$ cat config.mk
export PLATFORM = sky130hd
export DESIGN_NAME = mem_port_arbiter
export DESIGN_NICKNAME = d
export VERILOG_FILES = /design/src/rtl/mem_port_arbiter.sv
export SDC_FILE = /design/constraint.sdc
export NUM_CORES = 1
export LEC_CHECK = 0
export ABC_AREA = 1
export CORE_MARGIN = 8
export CORE_UTILIZATION = 40
export CTS_CLUSTER_DIAMETER = 150
export DETAILED_ROUTE_END_ITERATION = 12
export GPL_ROUTABILITY_DRIVEN = 0
export HOLD_SLACK_MARGIN = 0.12
export PLACE_DENSITY = 0.76
export SLEW_MARGIN = 20
export SYNTH_ARGS = -nofsm -noshare
export SYNTH_HDL_FRONTEND = slang
export SYNTH_SLANG_ARGS = --single-unit
$ cat constraint.sdc
create_clock -name clk -period 1.7 [get_ports clk]
set_input_delay 0.34 -clock clk [delete_from_list [all_inputs] [get_ports clk]]
set_output_delay 0.34 -clock clk [all_outputs]
set_load 0.01 [all_outputs]
$ cat src/rtl/mem_port_arbiter.sv
// Single-port memory arbiter between the IF and DM pipeline stages.
// DM has fixed priority; IF is forced in after STARVE_MAX consecutive DM wins.
module mem_port_arbiter #(
  parameter int unsigned ADDR_W     = 16,
  parameter int unsigned DATA_W     = 16,
  parameter int unsigned STARVE_MAX = 4,
  parameter int unsigned TIMEOUT    = 15
) (
  input  logic              clk,
  input  logic              reset,
  input  logic              if_req,
  input  logic [ADDR_W-1:0] if_addr,
  output logic              if_gnt,
  output logic              if_valid,
  output logic [DATA_W-1:0] if_rdata,
  output logic              if_stall,
  input  logic              dm_req,
  input  logic              dm_we,
  input  logic [ADDR_W-1:0] dm_addr,
  input  logic [DATA_W-1:0] dm_wdata,
  output logic              dm_gnt,
  output logic              dm_valid,
  output logic [DATA_W-1:0] dm_rdata,
  output logic              dm_stall,
  output logic              mem_en,
  output logic              mem_we,
  output logic [ADDR_W-1:0] mem_addr,
  output logic [DATA_W-1:0] mem_wdata,
  input  logic [DATA_W-1:0] mem_rdata,
  input  logic              mem_ready,
  output logic              err,
  output logic              if_err,
  output logic              dm_err
);

  localparam int unsigned SW = $clog2(STARVE_MAX + 1);
  localparam int unsigned TW = (TIMEOUT > 1) ? $clog2(TIMEOUT) : 1;
  localparam logic [SW-1:0] STARVE_TOP = SW'(STARVE_MAX);
  localparam logic [TW-1:0] TMO_LAST   = TW'(TIMEOUT - 1);

  typedef enum logic [1:0] {IDLE, BUSY_IF, BUSY_DM} state_t;

  state_t            state_q, state_d;
  logic [SW-1:0]     starve_q, starve_d;
  logic [TW-1:0]     tmo_q, tmo_d;
  logic              if_gnt_d, dm_gnt_d, if_valid_d, dm_valid_d;
  logic              err_d, if_err_d, dm_err_d;
  logic              mem_en_d, mem_we_d;
  logic [ADDR_W-1:0] mem_addr_d;
  logic [DATA_W-1:0] mem_wdata_d, if_rdata_d, dm_rdata_d;

  assign if_stall = if_req & ~if_valid;
  assign dm_stall = dm_req & ~dm_valid;

  always_comb begin
    state_d     = state_q;
    starve_d    = starve_q;
    tmo_d       = tmo_q;
    if_gnt_d    = 1'b0;
    dm_gnt_d    = 1'b0;
    if_valid_d  = 1'b0;
    dm_valid_d  = 1'b0;
    err_d       = 1'b0;
    if_err_d    = 1'b0;
    dm_err_d    = 1'b0;
    mem_en_d    = mem_en;
    mem_we_d    = mem_we;
    mem_addr_d  = mem_addr;
    mem_wdata_d = mem_wdata;
    if_rdata_d  = if_rdata;
    dm_rdata_d  = dm_rdata;
    unique case (state_q)
      IDLE: begin
        // A DM win can only happen below STARVE_TOP, so the increment never overflows.
        if (dm_req && (!if_req || starve_q < STARVE_TOP)) begin
          state_d     = BUSY_DM;
          mem_en_d    = 1'b1;
          mem_we_d    = dm_we;
          mem_addr_d  = dm_addr;
          mem_wdata_d = dm_wdata;
          dm_gnt_d    = 1'b1;
          tmo_d       = '0;
          if (if_req) starve_d = starve_q + SW'(1);
        end else if (if_req) begin
          state_d    = BUSY_IF;
          mem_en_d   = 1'b1;
          mem_we_d   = 1'b0;
          mem_addr_d = if_addr;
          if_gnt_d   = 1'b1;
          tmo_d      = '0;
          starve_d   = '0;
        end
      end
      BUSY_IF, BUSY_DM: begin
        if (mem_ready) begin
          state_d  = IDLE;
          mem_en_d = 1'b0;
          mem_we_d = 1'b0;
          if (state_q == BUSY_IF) begin
            if_valid_d = 1'b1;
            if_rdata_d = mem_rdata;
          end else begin
            dm_valid_d = 1'b1;
            if (!mem_we) dm_rdata_d = mem_rdata;
          end
        end else if (tmo_q == TMO_LAST) begin
          state_d  = IDLE;
          mem_en_d = 1'b0;
          mem_we_d = 1'b0;
          err_d    = 1'b1;
          if_err_d = (state_q == BUSY_IF);
          dm_err_d = (state_q == BUSY_DM);
        end else begin
          tmo_d = tmo_q + TW'(1);
        end
      end
      default: state_d = IDLE;
    endcase
  end

  always_ff @(posedge clk or negedge reset) begin
    if (!reset) begin
      state_q   <= IDLE;
      starve_q  <= '0;
      tmo_q     <= '0;
      if_gnt    <= 1'b0;
      dm_gnt    <= 1'b0;
      if_valid  <= 1'b0;
      dm_valid  <= 1'b0;
      err       <= 1'b0;
      if_err    <= 1'b0;
      dm_err    <= 1'b0;
      mem_en    <= 1'b0;
      mem_we    <= 1'b0;
      mem_addr  <= '0;
      mem_wdata <= '0;
      if_rdata  <= '0;
      dm_rdata  <= '0;
    end else begin
      state_q   <= state_d;
      starve_q  <= starve_d;
      tmo_q     <= tmo_d;
      if_gnt    <= if_gnt_d;
      dm_gnt    <= dm_gnt_d;
      if_valid  <= if_valid_d;
      dm_valid  <= dm_valid_d;
      err       <= err_d;
      if_err    <= if_err_d;
      dm_err    <= dm_err_d;
      mem_en    <= mem_en_d;
      mem_we    <= mem_we_d;
      mem_addr  <= mem_addr_d;
      mem_wdata <= mem_wdata_d;
      if_rdata  <= if_rdata_d;
      dm_rdata  <= dm_rdata_d;
    end
  end

endmodule

# --- Yosys cells after proc, flatten, opt, wreduce, memory -nomap -nowiden ---
# Index checks and enable logic that the tools add are counted.
word_totals:
  ff_bits: 82
  input_bits: 70
  output_inout_bits: 75
  elab_cells: 90
classes:
  n_addsub: 2
  n_lt_le_gt_ge: 1
  eq_ne: 7
  n_mux: 43
  bitwise: 6
  reduce_logical: 15
ops:
  columns: ["operator", "n"]
  rows:
  - ["two-way mux 16 bit", 2]
  - ["two-way mux 1 bit", 26]
  - ["two-way mux 4 bit", 4]
  - ["two-way mux 3 bit", 3]
  - ["two-way mux 2 bit", 4]
  - ["case mux 4 bit (2 select lines)", 1]
  - ["AND reduction 2 bit", 4]
  - ["AND reduction 4 bit", 2]
  - ["!= test 3 bit, second input constant", 2]
  - ["AND reduction 3 bit", 2]
  - ["adder 4 x 1 -> 4 bit, second input constant", 1]
  - ["equality test 4 bit, second input constant", 1]
  - ["!= test 2 bit, second input constant", 2]
  - ["NOT 1 bit", 4]
  - ["case mux 1 bit (2 select lines)", 2]
  - ["case mux 2 bit (2 select lines)", 1]
  - ["nonzero test 2 bit", 2]
  - ["adder 3 x 1 -> 3 bit, second input constant", 1]
  - ["less-than comparator 3 bit, second input constant", 1]
  - ["AND 1 bit", 2]
  - ["equality test 2 x 1 -> 1 bit, second input constant", 1]
  - ["equality test 2 bit, second input constant", 1]
  - ["zero test 2 bit", 1]
  - ["OR reduction 2 bit", 1]
  - ["3 further kinds", 3]

# --- Logic depth before layout (Yosys ltp) ---
# Gate-level depths: netlist of the first run.
depth:
  word_depth: 5
  ltp_mapped: 9
  mapped_depth_nobuf: 9

# --- Least setup slack after synthesis of the first run ---
# OpenSTA, ideal clock, no wires.
synth_timing:
  kind: "register -> register"
  startpoint: "reg state_q[0]"
  endpoint: "reg tmo_q[2]"
  setup_time_ns: 0.119
  t_arrival_ns: 1.344
  required_ns: 1.581
  path_slack_ns: 0.236
  stages_incl_launch_ff: 10
  n_path_buf: 0
  synth_period_minus_slack_ns: 1.464
  path_cell_list: "dfrtp_1 inv_1 ha_1 inv_2 nor2_1 nand2_1 nand2_1 nand2_1 nand2_1 nand2_1"
synth_via:
  elab_chain_cells: 4
  elab_cells_between_ends: 10
  classes_between: "eq/ne (5); mux (1); reduce/logical (4)"
synth_rtl:
  columns: ["element", "line_no", "source"]
  rows:
  - ["start: declaration", "43", "state_t state_q, state_d;"]
  - ["start signal: assignment", "140", "state_q <= state_d;"]
  - ["equality test 2 x 1 -> 1 bit or equality test 2 bit (tied branches)", "72", "unique case (state_q)"]
  - ["OR reduction 2 bit", "72", null]
  - ["!= test 2 bit (no source line) or nonzero test 2 bit (tied branches)", null, null]
  - ["AND reduction 4 bit (no source line)", null, null]
  - ["end signal: assignment", "142", "tmo_q <= tmo_d;"]
  - ["end: declaration", "45", "logic [TW-1:0] tmo_q, tmo_d;"]
# Several ways; a longest one is shown, not always the timed one.
# A chain may end at the register's enable or synchronous reset.

# --- Final worst setup path of the first run ---
layout_timing:
  startpoint: "in if_req"
  endpoint: "out if_stall"
layout_via:
  elab_chain_cells: 1
layout_rtl:
  columns: ["element", "line_no", "source"]
  rows:
  - ["start: declaration", "11", "input logic if_req,"]
  - ["AND 1 bit", "52", "assign if_stall = if_req & ~if_valid;"]
  - ["end: declaration", "16", "output logic if_stall,"]
# Every way passes these cells.

==> key figures, run 1 <==
Outcome
  – Outcome: finished clean

Clock tree
  – Root Buffer: clkbuf_8
  – CTS tree: yes
  – Max Buffers Root-to-Sink: 2
  – # H-tree levels: 3
  – Num CTS Buffers: 9
  – Worst skew pair latency: roughly 340 ps
  – Clock sink count: a little over 80
  – Clock-pin transition on the worst setup and hold timing paths: 80 ps

GRT
  – Gr ovfl total: 0
  – Largest net degree at the start of global routing: 83
  – Initial antenna violation count: 0
  – GRT Resource Usage Total: approximately 16%
  – First-pass GRT wire length: about 15,000 µm
  – Number of global-route vias before repair: about 3,000

Placement
  – Pre-CTS setup slack: -236 ps
  – IO Port Bufs: 144
  – Detailed Place HPWL: between 7000 and 8000 µm
  – Placed cells: around 640

Route
  – 1st-iter DRT viols: 160
  – Total number of vias: between 3,000 and 4,000
  – Vias per inst: around 4.6
  – Total Wirelength: 9570 µm
  – Post-DRT Antenna Nets: 0
  – Drt wl/cell: 14.4 µm
  – Detailed Routing Iterations Pass 1: 4
  – DR DRC count: 0

Critical path
  – Crit path DAT: 1300 ps
  – Worst setup path class: input port to output pin
  – Critical Path Max Stage Delay: 480 ps
  – Crit path launch type: input port
  – Critical Path End Type: output pin
  – Worst path slowest cell: clkdlybuf4s50_1
  – Worst path required time: 1360 ps
  – Ordered cell list for the critical path: clkdlybuf4s50_1 > inv_1 > nor2_1 > dlygate4sd2_1
  – Crit-path leading delay family: buffers and inverters
  – CP bufs+invs: 3
  – Crit path max fanout: 2

Floorplan
  – Die area: 0.0119 mm²
  – Initial Utilization: approximately two fifths
  – Die height: roughly 110 µm
  – Die Width: around 110 µm
  – Core ar.: approximately 0.0086 mm²
  – # IOs: 145
  – Num rows: 34

Finish
  – Diode count: 0
  – Finished Layout Cells: about 660
  – Area grow syn2layout: 55.5%
  – FILL cells: between 700 and 800
  – Layout Nets: 627
  – Layout cells sized above 1: under 10%

Synth
  – Post-synth design cell area: roughly 0.0035 mm²
  – Seq/Total Area, Yosys: 59.4%
  – Post-synth EDFFs: 0
  – Distinct cells, synth: 22
  – FF+latch count, synth: slightly above 80
  – Gate Count Post-Synth: ~390
  – Async set-or-reset flop fraction in the synthesized netlist: between 90% and 100%
  – Mean Syn Cell Area: 8.81 µm²
  – Synthesis Warnings: 0
  – Prevailing post-synth register cell: dfrtp_1
  – Post-Syn Nets: 469

Timing
  – Final setup fails: 0
  – Fmax: between 600 and 700 MHz
  – Slew headroom: 70.7%
  – Fin crit share: 96.5%
  – WHS: between 400 and 500 ps
  – Setup slack after layout: 59.6 ps
  – Worst slew pin tran: about 440 ps
  – Setup Skew: around 14 ps
  – Final hold vios: 0
  – RSZ-0062 raised after global routing: no
  – Final Critical Period: around 1600 ps
  – Pins Over Slew Limit: 0

Power and ir drop
  – Total power: 9.16 mW
  – Pwr dens: between 1500 and 2000 mW/mm²
  – Worst VDD drop: about 0.70 mV
  – Leak Pwr: roughly 2.6 nW

Worst hold path
  – Min-Delay Path Class: flop to flop

Job
  – Max Cap Viol: 0
[per-layer routing]
| layer | global-route usage, % | share of wire [%] | vias up |
|---|---|---|---|
| met5 | 0 | 0 | - |
| met4 | 6.26 | 1.2 | 0 |
| met3 | 4.37 | 8.4 | 11 |
| met2 | 25.3 | 46 | 120 |
| met1 | 20.1 | 44 | 1421 |
| li1 | - | - | 1530 |
[metrics by stage]
stage	TNS [ps]	utilization [%]	area, µm²
CTS	-31.5	62.3	5330
finish	0	62.8	5370
detailed placement	-5300	59.4	5080
global placement	-3610	59.4	5080
global route	0	62.8	5370
floorplan	0	-	3450
[cell usage after synthesis (2+ instances only)]
cell type / instances / area (µm²)
nand2_1: 143 / 537
dfrtp_1: 82 / 2050
o21ai_0: 59 / 295
inv_1: 44 / 165
o21ai_1: 11 / 55.1
nor2_1: 9 / 33.8
ha_1: 7 / 87.6
nand3_1: 7 / 35.0
clkbuf_1: 6 / 22.5
buf_2: 4 / 20.0
buf_4: 3 / 22.5
nand4_1: 3 / 18.8
and2_1: 2 / 12.5
buf_6: 2 / 22.5
inv_2: 2 / 7.51
nor2_4: 2 / 22.5
[path summary, 6_finish.rpt]
kind / from / to / slack (ps) / cells past startpoint
setup / recovery: if_req / if_stall / 60 / 4
hold / removal: mem_wdata[2] / mem_wdata[2] / 480 / 2
setup reg to reg: state_q[1] / mem_wdata[10] / 150 / 8
hold reg to reg: mem_wdata[2] / mem_wdata[2] / 480 / 2
max in group asynchronous: reset / dm_rdata[12] / 770 / 3
min in group asynchronous: reset / mem_wdata[13] / 560 / 3
[worst min-delay path, stage by stage, from the launching register on]
cell and delay, ps:
dfrtp_1 350, nand2_1 50, nand2_1 50
[registers in the layout, indices dropped and copies added (netlist names)]
| register | flops |
|---|---|
| dm_err | 1 |
| dm_gnt | 1 |
| dm_rdata | 16 |
| dm_valid | 1 |
| err | 1 |
| if_err | 1 |
| if_gnt | 1 |
| if_rdata | 16 |
| if_valid | 1 |
| mem_addr | 16 |
| mem_en | 1 |
| mem_wdata | 16 |
| mem_we | 1 |
| starve_q | 3 |
| state_q | 2 |
| tmo_q | 4 |
[timing repair]
item / 4_1_cts / 5_1_grt
gates resized for setup: 2 / 9
endpoints found under the hold margin: 82 / 0
pin swaps: 0 / 2
setup buffers: 0 / 1
hold buffers: 1 / 0
cloned: 0 / 1
setup endpoints to repair: 5 / 39
[layout make-up]
cell class	count	area [µm²]	area share [%]
Timing Repair Buffer	161	1600	29.9
Clock buffer	12	145	2.70
Inverter	47	179	3.33
Multi-Input combinational cell	249	1150	21.5
Sequential cell	82	2050	38.2
Tap cell	108	135	2.52
Clock inverter	4	98.8	1.84
[kinds of logic after synthesis]
| group | after synthesis | synth area share (%) |
|---|---|---|
| AOI/OAI and AO/OA | 71 | 10.3 |
| xor gates and xnor gates | 1 | 0.254 |
| adders and majority gates | 7 | 2.54 |
| buffers and inverters | 62 | 7.72 |
| DFF | 82 | 59.4 |
| and+or+nand+nor | 169 | 19.8 |
[layout by cell type, fill, tap and decap left out, types with 4 or more instances in the layout]
cell | Yosys | routed
o21ai_1 | 11 | 11
nand2_2 | 1 | 4
nand3_1 | 7 | 7
o21ai_0 | 59 | 59
inv_1 | 44 | 43
clkdlybuf4s50_1 | 0 | 141
clkbuf_8 | 0 | 10
nor2_1 | 9 | 9
buf_4 | 3 | 13
dfrtp_1 | 82 | 82
ha_1 | 7 | 6
nand2_1 | 143 | 140
[report_power, final]
group	switching (mW)	leakage (nW)	internal [mW]	total (mW)
Combinational	2.04	1.48	2.14	4.18
Clock	0.683	0.121	1.02	1.70
Sequential	0.481	1.03	2.80	3.28
(Power assumes the default switching activity.)
==> run 2: changes to the inputs <==
--- a/config.mk
+++ b/config.mk
@@ -6,9 +6,8 @@
 export NUM_CORES = 1
 export LEC_CHECK = 0
 export ABC_AREA = 1
-export CORE_MARGIN = 8
 export CORE_UTILIZATION = 40
-export CTS_CLUSTER_DIAMETER = 150
+export CTS_CLUSTER_DIAMETER = 200
 export DETAILED_ROUTE_END_ITERATION = 12
 export GPL_ROUTABILITY_DRIVEN = 0
 export HOLD_SLACK_MARGIN = 0.12
==> run 2 against run 1 <==
Worst setup slack better by 14 ps. Final cell count fell by 0.45%. Clock skew down 5.4 ps. Clock-buffer cell count shrank 1. Utilization up 1.6 points. Sequential power about the same. Wire length decreased by 10%. First-iteration DRC count shrank 48%. Critical path type is now flop to output pin.
==> key figures, run 2 (synthesis results as in run 1) <==
GRT
  – Initial antenna violation count: 0
  – Met1 usage: 22.7%
  – Gr ovfl total: 0
  – GRT Resource Usage Total: between 10% and 20%
  – First-pass GRT wire length: about 13,000 µm
  – Largest net degree at the start of global routing: 83
  – M2 GR Usage: between 30% and 40%
  – Global route hottest layer: met2
  – Number of global-route vias before repair: approximately 2,900
  – Met3 Use GR: ~5.6%

Critical path
  – Worst path required time: about 1400 ps
  – Worst setup path class: flop to output pin
  – Ordered cell list for the critical path: clkdlybuf4s50_1
  – Critical Path Max Stage Delay: 570 ps
  – Reg2reg start: state_q[1]
  – Worst path slowest cell: clkdlybuf4s50_1
  – Crit path DAT: 1290 ps
  – Cell depth of the worst flop-to-flop path: 7
  – Crit. path cell count: 1
  – Worst reg2reg endpoint: dm_rdata[15]
  – Crit path max fanout: 2
  – Reg2reg setup slack: approximately 110 ps
  – CP bufs+invs: 1
  – Critical Path End Type: output pin
  – Crit-path leading delay family: buffers and inverters
  – Crit path launch type: flop

Timing
  – Pins Over Slew Limit: 0
  – Setup Skew: around 8.4 ps
  – Worst slew pin tran: ~430 ps
  – WHS: roughly 470 ps
  – Fmax: 615 MHz
  – Setup slack after layout: roughly 73 ps
  – Final setup fails: 0
  – RSZ-0062 raised after global routing: no
  – Setup TNS: 0 ps
  – Fin crit share: a little over nine tenths
  – Final hold vios: 0
  – Slew headroom: 71.1%
  – Final Critical Period: ~1600 ps

Floorplan
  – Initial Utilization: around two fifths
  – Core ar.: approximately 0.0083 mm²
  – Die height: ~95 µm
  – Die Width: between 90 and 100 µm
  – # IOs: 145
  – Die area: approximately 0.009 mm²
  – Num rows: 33

Clock tree
  – Num CTS Buffers: 9
  – Clock sink count: 82
  – Root Buffer: clkbuf_8
  – # H-tree levels: 3
  – CTS tree: yes
  – Max Buffers Root-to-Sink: 2
  – Worst skew pair latency: roughly 330 ps
  – Clock-pin transition on the worst setup and hold timing paths: around 80 ps

Route
  – Total number of vias: ~3,000
  – Drt wl/cell: about 13 µm
  – DR DRC count: 0
  – 1st-iter DRT viols: 84
  – Post-DRT Antenna Nets: 0
  – Vias per inst: 4.66
  – Total Wirelength: roughly 8600 µm
  – Detailed Routing Iterations Pass 1: 5

Finish
  – Multi-input logic area: ~0.0012 mm²
  – Diode count: 0
  – Design area: 0.00534 mm²
  – Layout Nets: roughly 630
  – Sequential Area: roughly 0.0021 mm²
  – Area grow syn2layout: 54.7%
  – Layout cells sized above 1: about 7.9%
  – Final core utilization: approximately 64%
  – FILL cells: roughly 700
  – Most frequent cells in the layout: nand2_1, clkdlybuf4s50_1, dfrtp_1
  – Finished Layout Cells: 660

Job
  – Max Cap Viol: 0

Worst hold path
  – Worst Hold End: mem_wdata[4]
  – Hold path startpoint: mem_wdata[4]
  – Min-Delay Path Class: flop to flop
  – Worst Hold Depth: 2

Power and ir drop
  – Worst VDD drop: between 0.8 and 0.9 mV
  – Pwr dens: about 1700 mW/mm²
  – Leak Pwr: approximately 2.6 nW
  – Total power: between 9 and 10 mW

Placement
  – Pre-CTS setup slack: -266 ps
  – Detailed Place HPWL: 6210 µm
  – Placed cell area: a little over 0.005 mm²
  – Placed cells: between 600 and 700
  – IO Port Bufs: between 100 and 150

Outcome
  – Outcome: finished clean
-- run 2: worst max-delay path by stage --
stage / start / endpoint
2_1_floorplan: state_q[0] / tmo_q[2]
3_3_place_gp: if_req / mem_addr[0]
3_5_place_dp: if_req / mem_addr[15]
4_1_cts: state_q[0] / state_q[1]
5_1_grt: state_q[1] / dm_rdata[15]
6_report: if_valid / if_valid
-- run 2: layout make-up --
type                       instances  share of cell area [%]
inverter                          47                    3.35
tap                              105                    2.46
clock inverter                     5                    1.62
clock buffer                      11                    2.84
timing repair buffer             161                    29.7
multi-input combinational        249                    21.6
sequential                        82                    38.4
-- run 2: routing by layer --
metal,routed length (µm),vias up
met4,72,0
met5,0,-
met1,3700,1403
met3,824,6
met2,4010,131
li1,-,1535
-- run 2: what timing repair did --
action | 4_1_cts | 5_1_grt
pin swaps | 1 | 1
gates resized for setup | 4 | 4
endpoints found under the setup margin | 17 | 31
hold buffers | 1 | 0
hold endpoints to repair | 82 | 0
setup buffers | 0 | 4
gates cloned | 1 | 0
-- run 2: where the power goes --
group | leakage, nW | internal, mW | switching (mW) | total (mW)
clock network | 0.120 | 0.916 | 0.689 | 1.60
logic | 1.47 | 2.15 | 2.00 | 4.15
registers | 1.03 | 2.80 | 0.486 | 3.29
total | 2.62 | 5.87 | 3.17 | 9.04
